### src/rtl/div_seq_pkg.sv
// Shared ALU package: operand width, saturation limit, iteration count and the sequencer state type.
package div_seq_pkg;

   localparam int unsigned ALU_WIDTH   = 11;
   localparam int unsigned ALU_MAX_VAL = 999;
   // Quotient bits needed to cover magnitudes up to ALU_MAX_VAL: ceil(log2(999+1)).
   localparam int unsigned ALU_ITER    = 10;

   typedef enum logic [1:0] {
      IDLE = 2'd0,
      CALC = 2'd1,
      DONE = 2'd2
   } state_e;

endpackage

### src/rtl/sat_clamp.sv
// Combinational signed saturation of one operand to [-MAX_VAL, MAX_VAL].
module sat_clamp
   import div_seq_pkg::*;
#(
   parameter int unsigned WIDTH   = ALU_WIDTH,
   parameter int unsigned MAX_VAL = ALU_MAX_VAL
) (
   input  logic signed [WIDTH-1:0] in_val,
   output logic signed [WIDTH-1:0] out_val
);

   localparam logic signed [WIDTH-1:0] HI = WIDTH'(MAX_VAL);
   localparam logic signed [WIDTH-1:0] LO = -HI;

   // Pass in-range values through, pin the rest to the nearest limit.
   always_comb begin
      out_val = in_val;
      if (in_val > HI) begin
         out_val = HI;
      end else if (in_val < LO) begin
         out_val = LO;
      end
   end

endmodule

### src/rtl/div_seq.sv
// Sequential signed divider: clamps operands, runs restoring division on magnitudes,
// then restores signs (quotient truncates toward zero, remainder follows the dividend).
module div_seq
   import div_seq_pkg::*;
#(
   parameter int unsigned WIDTH   = ALU_WIDTH,
   parameter int unsigned MAX_VAL = ALU_MAX_VAL
) (
   input  logic                    clk,
   input  logic                    rst_n,
   input  logic                    in_valid,
   output logic                    in_ready,
   input  logic signed [WIDTH-1:0] acc,
   input  logic signed [WIDTH-1:0] arg1,
   output logic                    out_valid,
   input  logic                    out_ready,
   output logic signed [WIDTH-1:0] quot,
   output logic signed [WIDTH-1:0] rem,
   output logic                    div_zero
);

   localparam int unsigned ITER  = ALU_ITER;
   localparam int unsigned CNT_W = $clog2(ITER);

   state_e                  state_q, state_d;
   logic [CNT_W-1:0]        cnt_q, cnt_d;
   logic [ITER-1:0]         dvs_mag_q, dvs_mag_d;
   logic [ITER-1:0]         q_sr_q, q_sr_d;
   logic [ITER-1:0]         rem_sr_q, rem_sr_d;
   logic                    q_neg_q, q_neg_d;
   logic                    r_neg_q, r_neg_d;
   logic                    in_ready_q, in_ready_d;
   logic                    out_valid_q, out_valid_d;
   logic [WIDTH-1:0]        quot_q, quot_d;
   logic [WIDTH-1:0]        rem_q, rem_d;
   logic                    div_zero_q, div_zero_d;

   logic signed [WIDTH-1:0] acc_c;
   logic signed [WIDTH-1:0] arg_c;
   logic                    acc_neg;
   logic                    arg_neg;
   logic [ITER-1:0]         acc_mag;
   logic [ITER-1:0]         arg_mag;
   logic [ITER:0]           trial;
   logic [ITER-1:0]         step_q;
   logic [ITER-1:0]         step_rem;
   logic [WIDTH-1:0]        q_ext;
   logic [WIDTH-1:0]        r_ext;

   sat_clamp #(.WIDTH(WIDTH), .MAX_VAL(MAX_VAL)) u_clamp_acc (
      .in_val  (acc),
      .out_val (acc_c)
   );

   sat_clamp #(.WIDTH(WIDTH), .MAX_VAL(MAX_VAL)) u_clamp_arg (
      .in_val  (arg1),
      .out_val (arg_c)
   );

   // Sign and magnitude of the clamped operands; magnitudes fit in ITER bits after clamping.
   always_comb begin
      acc_neg = acc_c[WIDTH-1];
      arg_neg = arg_c[WIDTH-1];
      acc_mag = ITER'(acc_neg ? -acc_c : acc_c);
      arg_mag = ITER'(arg_neg ? -arg_c : arg_c);
   end

   // One restoring-division step: shift in the next dividend bit, subtract if it fits.
   always_comb begin
      trial = {rem_sr_q, q_sr_q[ITER-1]};
      if (trial >= {1'b0, dvs_mag_q}) begin
         step_rem = ITER'(trial - {1'b0, dvs_mag_q});
         step_q   = {q_sr_q[ITER-2:0], 1'b1};
      end else begin
         step_rem = trial[ITER-1:0];
         step_q   = {q_sr_q[ITER-2:0], 1'b0};
      end
      q_ext = WIDTH'(step_q);
      r_ext = WIDTH'(step_rem);
   end

   // Next-state and next-output logic for the IDLE/CALC/DONE sequencer.
   always_comb begin
      state_d     = state_q;
      cnt_d       = cnt_q;
      dvs_mag_d   = dvs_mag_q;
      q_sr_d      = q_sr_q;
      rem_sr_d    = rem_sr_q;
      q_neg_d     = q_neg_q;
      r_neg_d     = r_neg_q;
      in_ready_d  = in_ready_q;
      out_valid_d = out_valid_q;
      quot_d      = quot_q;
      rem_d       = rem_q;
      div_zero_d  = div_zero_q;

      unique case (state_q)
         IDLE: begin
            if (in_valid) begin
               in_ready_d = 1'b0;
               q_neg_d    = acc_neg ^ arg_neg;
               r_neg_d    = acc_neg;
               dvs_mag_d  = arg_mag;
               if (arg_mag == '0) begin
                  // Zero divisor saturates toward the dividend's sign and skips CALC.
                  state_d     = DONE;
                  out_valid_d = 1'b1;
                  div_zero_d  = 1'b1;
                  rem_d       = '0;
                  if (acc_mag == '0) begin
                     quot_d = '0;
                  end else if (acc_neg) begin
                     quot_d = WIDTH'(0) - WIDTH'(MAX_VAL);
                  end else begin
                     quot_d = WIDTH'(MAX_VAL);
                  end
               end else begin
                  state_d  = CALC;
                  cnt_d    = '0;
                  q_sr_d   = acc_mag;
                  rem_sr_d = '0;
               end
            end
         end
         CALC: begin
            q_sr_d   = step_q;
            rem_sr_d = step_rem;
            cnt_d    = cnt_q + CNT_W'(1);
            if (cnt_q == CNT_W'(ITER - 1)) begin
               // Last quotient bit: apply signs and present the result.
               state_d     = DONE;
               out_valid_d = 1'b1;
               div_zero_d  = 1'b0;
               quot_d      = q_neg_q ? (WIDTH'(0) - q_ext) : q_ext;
               rem_d       = r_neg_q ? (WIDTH'(0) - r_ext) : r_ext;
            end
         end
         DONE: begin
            if (out_ready) begin
               state_d     = IDLE;
               out_valid_d = 1'b0;
               in_ready_d  = 1'b1;
            end
         end
         default: begin
            state_d     = IDLE;
            out_valid_d = 1'b0;
            in_ready_d  = 1'b1;
         end
      endcase
   end

   // State and output registers; reset abandons any calculation in flight.
   always_ff @(posedge clk or negedge rst_n) begin
      if (!rst_n) begin
         state_q     <= IDLE;
         cnt_q       <= '0;
         dvs_mag_q   <= '0;
         q_sr_q      <= '0;
         rem_sr_q    <= '0;
         q_neg_q     <= 1'b0;
         r_neg_q     <= 1'b0;
         in_ready_q  <= 1'b1;
         out_valid_q <= 1'b0;
         quot_q      <= '0;
         rem_q       <= '0;
         div_zero_q  <= 1'b0;
      end else begin
         state_q     <= state_d;
         cnt_q       <= cnt_d;
         dvs_mag_q   <= dvs_mag_d;
         q_sr_q      <= q_sr_d;
         rem_sr_q    <= rem_sr_d;
         q_neg_q     <= q_neg_d;
         r_neg_q     <= r_neg_d;
         in_ready_q  <= in_ready_d;
         out_valid_q <= out_valid_d;
         quot_q      <= quot_d;
         rem_q       <= rem_d;
         div_zero_q  <= div_zero_d;
      end
   end

   assign in_ready  = in_ready_q;
   assign out_valid = out_valid_q;
   assign quot      = quot_q;
   assign rem       = rem_q;
   assign div_zero  = div_zero_q;

endmodule

### config.mk
export PLATFORM = sky130hd
export DESIGN_NAME = div_seq
export DESIGN_NICKNAME = d
export VERILOG_FILES = /design/src/rtl/div_seq_pkg.sv /design/src/rtl/sat_clamp.sv /design/src/rtl/div_seq.sv
export SDC_FILE = /design/constraint.sdc
export NUM_CORES = 1
export LEC_CHECK = 0
export ABC_CLOCK_PERIOD_IN_PS = 3000
export CAP_MARGIN = 15
export CORE_MARGIN = 3
export CORE_UTILIZATION = 50
export DETAILED_ROUTE_END_ITERATION = 16
export MAX_ROUTING_LAYER = met4
export PLACE_DENSITY_LB_ADDON = 0.3
export SLEW_MARGIN = 20
export SYNTH_ARGS = -nofsm -noshare
export SYNTH_HDL_FRONTEND = slang
export SYNTH_HIERARCHICAL = 1
export SYNTH_SLANG_ARGS = --single-unit
### constraint.sdc
create_clock -name clk -period 3 [get_ports clk]
set_input_delay 0.45 -clock clk [delete_from_list [all_inputs] [get_ports clk]]
set_output_delay 0.45 -clock clk [all_outputs]
set_load 0.1 [all_outputs]
# Word-level counts from Yosys, hierarchy flattened
# Cells that the tools add are included.
# op_classes
add_sub_neg,6
n_lt_le_gt_ge,5
n_eq_ne,8
n_mux,44
n_bitwise,2
reduce_logical,10
# op_table
cell,count
two-way mux 11 bit,14
two-way mux 10 bit,7
case mux 11 bit (2 select lines),2
case mux 10 bit (2 select lines),2
greater-than comparator 11 bit (second input constant),2
< comparator 11 bit (second input constant),2
subtractor 1 x 10 -> 11 bit (first input constant),2
logical NOT 10 bit,2
negator 10 bit,2
greater-or-equal comparator 11 x 10 -> 1 bit,1
inequality test 2 bit (second input constant),5
subtractor 10 bit,1
AND reduction 3 bit,3
two-way mux 1 bit,8
two-way mux 2 bit,4
two-way mux 4 bit,2
case mux 4 bit (2 select lines),1
AND reduction 4 bit,2
case mux 1 bit (3 select lines),2
case mux 2 bit (3 select lines),1
adder 4 x 1 -> 4 bit (second input constant),1
equality test 4 bit (second input constant),1
equality test 2 x 1 -> 1 bit (second input constant),1
equality test 2 bit (second input constant),1
other kinds (6),6
# word_totals
regBits,63
in_bits,26
out_inout_bits,25
elab_cells,87

# Depth between registers and ports, before layout
# logic_depth
ltp_word,10
depth_mapped,18
mapped_depth_nobuf,15

# By module
# Netlist, hierarchy kept.
# modules_own_cells
module,instances,cells_each,area_each_um2,seq_area_each_um2
div_seq,1,455,4167.7,1577.8
sat_clamp,2,32,236.5,0.0

# Least setup slack after synthesis
# Ideal clock, no wire load.
# synth_path
kind,input-to-reg
from,in arg1[2]
to,reg q_sr_q[0]
setup_time_ns,0.127
arrival_time_ns,3.553
required_time_ns,2.873
path_slack_ns,-0.680
stages,17
path_buffers,3
cell_sequence,o311ai_0 a41o_1 ha_1 buf_2 o32ai_1 inv_1 ha_1 nor4b_4 nor4bb_1 o211a_1 o21ai_2 a21oi_1 or2_1 buf_6 buf_6 a222oi_1 inv_1
# synth_via
elab_chain_cells,8
word_cells_on_any_way,9
cone_classes,add/sub (1); order compare (2); eq/ne (1); mux (3); reduce/logical (2)
# synth_lines
item,line,rtl
from (decl),div_seq.sv:14,"input logic signed [WIDTH-1:0] arg1,"
< comparator 11 bit,sat_clamp.sv:20,end else if (in_val < LO) begin
two-way mux 11 bit,sat_clamp.sv:20,
two-way mux 11 bit (*),sat_clamp.sv:18,if (in_val > HI) begin
named net arg_c[1],div_seq.sv:39,logic signed [WIDTH-1:0] arg_c;
negator 10 bit,div_seq.sv:65,arg_mag = ITER'(arg_neg ? -arg_c : arg_c);
two-way mux 10 bit (*),div_seq.sv:65,
logical NOT 10 bit (*),div_seq.sv:104,if (arg_mag == '0) begin
inequality test 2 bit (no line) (*),n/a,
AND reduction 3 bit (no line) (*),n/a,
to (signal assigned),div_seq.sv:172,q_sr_q <= q_sr_d;
to (decl),div_seq.sv:28,"logic [ITER-1:0] q_sr_q, q_sr_d;"
# Mark *: on every way through the listed nets, which the timed path passes. The rest lies on a longest branch.
# A chain may end at the register's enable or synchronous reset.

# Worst setup path after layout
# layout_path
from,in arg1[0]
to,reg q_sr_q[0]
# The elaborated chain is that of the path after synthesis.

==> run_results.csv <==
group,metric,value,unit
route,drtIter0Drc,418,
sta,period_needed,3.334,ns
synth,synth_top_family_by_area,"compound AO/OA/AOI/OAI gates",
global_route,grt_pass1_vias,5139,
clock_network,clockBufferDepth,2,
synth,synthTopCellsByArea,"dfrtp_1 (33%), ha_1 (4.9%), xnor2_1 (4.0%)",
worst_setup_path,critPathLaunch,"arg1[0]",
worst_setup_path,worstPathArrival,3.56,ns
cells_and_area,drive_gt1_share,42.48,%
placed_design,gp_congestion,0.9221,
sta,rsz0062_at_grt,"true",
clock_network,cts-root-buf,"clkbuf_8",
sta,maxSlewViolCount,0,
pwr,peakVddDrop,0.6575,mV
cells_and_area,multi_input_area,0.003236,mm^2
route,drtPass1Iterations,6,
global_route,grt_first_pass_wirelength,24250,um
sta,hold_violations,0,
worst_setup_path,reg2regPathDepth,16,
worst_setup_path,crit_fanout,5,
route,vias,5144,
floorplanning,initial_core_util,52.45,%
synth,synth_xor_area_share,6.794,%
floorplanning,core_area,0.008848,mm^2
outcome,outcome,"finished with violations",
placed_design,pre_cts_slack,-1.218,ns
worst_setup_path,startpoint_type,"input port",
floorplanning,dieArea,0.01047,mm^2
sta,clock.fmax,299.9,MHz
hold_path,hold_path_class,"in2async",
worst_setup_path,rrSetupSlack,-0.07,ns
synth,synth_compound_area_share,27.96,%
pwr,p_leak,3.225,nW
route,ant_nets,0,
clock_network,clock-sinks,63,
synth,synth_adder_area_share,5.284,%
cells_and_area,mostFrequentLayoutCells,"buf_4 (173), dfrtp_1 (62), inv_1 (42), nor2_1 (36), nand2_1 (33)",
clock_network,ctsHoldBuffers,0,
synth,syn_inst,519,
synth,synthesis.area,0.004641,mm^2
synth,syn_nets,564,
route,via_per_inst,6.228,
synth,async_flop_share,100.0,%
synth,yosys.area.top_type_share,33.43,%
clock_network,tritoncts,"yes",
clock_network,cts_buffers,9,
worst_setup_path,critPathCaptureType,"register",
worst_setup_path,crit_required,3.22,ns
sta,layout_setup_ws,-0.3342,ns
worst_setup_path,rr_startpoint,"dvs_mag_q[8]$_DFFE_PN0P_",
synth,synth-simple-area-share,16.90,%
synth,synth_top_area_cell,"dfrtp_1",
placed_design,hpwlAfterDp,9810,um
global_route,antenna_found_initial,0,
floorplanning,die_y,102.3,um
synth,synth-seq-cells,63,
synth,synthMuxAreaShare,2.022,%
synth,yosys_most_used_dff,"dfrtp_1",
sta,finalSetupViolations,50,
floorplanning,row_count,34,
synth,yosys_warnings,6,
route,drc_errors,0,
global_route,grt-ovfl-total,0,
synth,synth_edf_count,0,
cells_and_area,ff_latch_area,0.001578,mm^2
cells_and_area,final_nets,758,
cells_and_area,antenna_cells,0,
placed_design,port_buffers,50,
floorplanning,io_pins,51,
route,drt-total-wl,16110,um
global_route,grt_max_degree,23,
synth,synth_cell_types,76,
route,avgRoutedWirePerCell,19.51,um
clock_network,clock_latency,0.36,ns
sta,fin_tns_setup,-10.92,ns
worst_setup_path,critPathKind,"in2reg",
global_route,track_usage,30.14,%
sta,tightest_slew,0.8829,ns
cells_and_area,final_common_cell,"buf_4",
sta,fin_skew,0.01926,ns
cells_and_area,fillers,539,
clock_network,htree_levels,3,
synth,post_synth.cell_area_avg,8.942,um^2
outcome,violations,"negative setup slack",
worst_setup_path,r2r-end,"rem[8]$_DFFE_PN0P_",
clock_network,clkTransAtPathRegs,0.08,ns
floorplanning,die_x,102.3,um
pwr,power_density,1263,mW/mm^2
sta,finalCritPeriodShare,111.1,%
sta,maxSlewHeadroom,40.96,%
synth,yosysSeqAreaShare,34.00,%
job,cap_violations,0,
cells_and_area,area_delta_synth_final,51.36,%
[layout make-up]
type	count	share of cell area, %
multi-input cells	385	46.06
clock inverters	7	1.015
repair buffers	211	24.47
flip-flops and latches	63	22.46
inverters	43	2.298
well taps	108	1.924
clock buffers	9	1.763
[flip-flops by register name (all words and copies together), names as in the netlist]
register,cells
cnt_q,4
quot,11
in_ready,1
q_neg_q,1
rem_sr_q,10
out_valid,1
rem,11
r_neg_q,1
dvs_mag_q,10
q_sr_q,10
div_zero,1
state_q,2
[synth_stat cells, types with 3 or more instances]
| library cell | instances |
|---|---|
| or2_2 | 3 |
| a221o_1 | 7 |
| o21ai_1 | 3 |
| a21o_1 | 3 |
| nor4_1 | 3 |
| o41ai_1 | 4 |
| buf_6 | 6 |
| o22a_1 | 11 |
| nor3_1 | 8 |
| nor2_1 | 42 |
| xor2_1 | 15 |
| o21a_1 | 5 |
| o311ai_0 | 3 |
| mux2i_1 | 6 |
| a211oi_1 | 3 |
| inv_1 | 42 |
| a22o_1 | 8 |
| nand2b_1 | 7 |
| nand2_1 | 42 |
| o31ai_1 | 10 |
| buf_2 | 8 |
| o21ai_0 | 35 |
| clkbuf_1 | 12 |
| a21oi_1 | 28 |
| nor2b_1 | 7 |
| nand3_1 | 8 |
| xnor2_1 | 21 |
| a41o_1 | 3 |
| ha_1 | 18 |
| dfrtp_1 | 62 |
| or3_1 | 8 |
| a31oi_1 | 6 |
| o32ai_1 | 14 |
| mux2_2 | 3 |
[metal layers]
metal / GRT usage, % / part of all wire (%) / vias up
li1: - / - / 2302
met1: 34.56 / 38 / 2470
met2: 51.47 / 51 / 305
met3: 6.212 / 7.0 / 67
met4: 12.01 / 3.5 / 0
met5: - / 0 / -
[logic make-up after synthesis]
logic type	count (synthesis)
compound gates	172
simple gates	149
buf+inv	71
flops	63
xor+xnor	36
fa+ha+maj	19
mux	9
[metrics by stage]
step	hold slack, ns	power, W	cell area (um^2)	util, %	std cells
finish	0.05091	0.008869	7024	79.38	826
global route	0.08135	0.009386	7024	79.38	826
detailed placement	0.4432	0.007410	6123	69.20	778
floorplan	0.1544	0.005655	4741	-	519
CTS	0.07062	0.008480	6864	77.57	822
global placement	0.4365	0.007237	6123	69.20	778
[power by group]
part           internal [W]  leakage, nW  total, W  switching, W
registers           0.00128        0.739   0.00171      0.000429
clock network      0.000383       0.0916  0.000753      0.000370
logic               0.00254         2.39   0.00640       0.00386
total               0.00421         3.22   0.00887       0.00466
[critical path: stages]
cell and delay, ns:
buf_8 0.10, o311ai_4 0.26, a41o_1 0.24, ha_4 0.24, buf_4 0.16, o32ai_2 0.22
nor3_1 0.10, buf_4 0.18, nor4bb_4 0.17, o211a_1 0.31, o21ai_2 0.16, a21oi_2 0.08
or2_4 0.27, buf_6 0.13, a222oi_1 0.34, inv_1 0.13
[worst max path at each step]
stage / endpoint / slack [ns]
2_1_floorplan: q_sr_q[0]$_DFFE_PN0P_ / -0.39
3_3_place_gp: q_sr_q[5]$_DFFE_PN0P_ / -0.99
3_5_place_dp: q_sr_q[0]$_DFFE_PN0P_ / -1.22
4_1_cts: q_sr_q[0]$_DFFE_PN0P_ / -0.26
5_1_grt: quot[0]$_DFFE_PN0P_ / -0.40
6_report: q_sr_q[0]$_DFFE_PN0P_ / -0.33
[timing repair]
action / 4_1_cts / 5_1_grt
pin swaps: 60 / 29
buffers inserted: 25 / 6
gates resized for setup: 134 / 35
cloned: 3 / 0
endpoints found under the setup margin: 50 / 50
(Power assumes the default switching activity.)
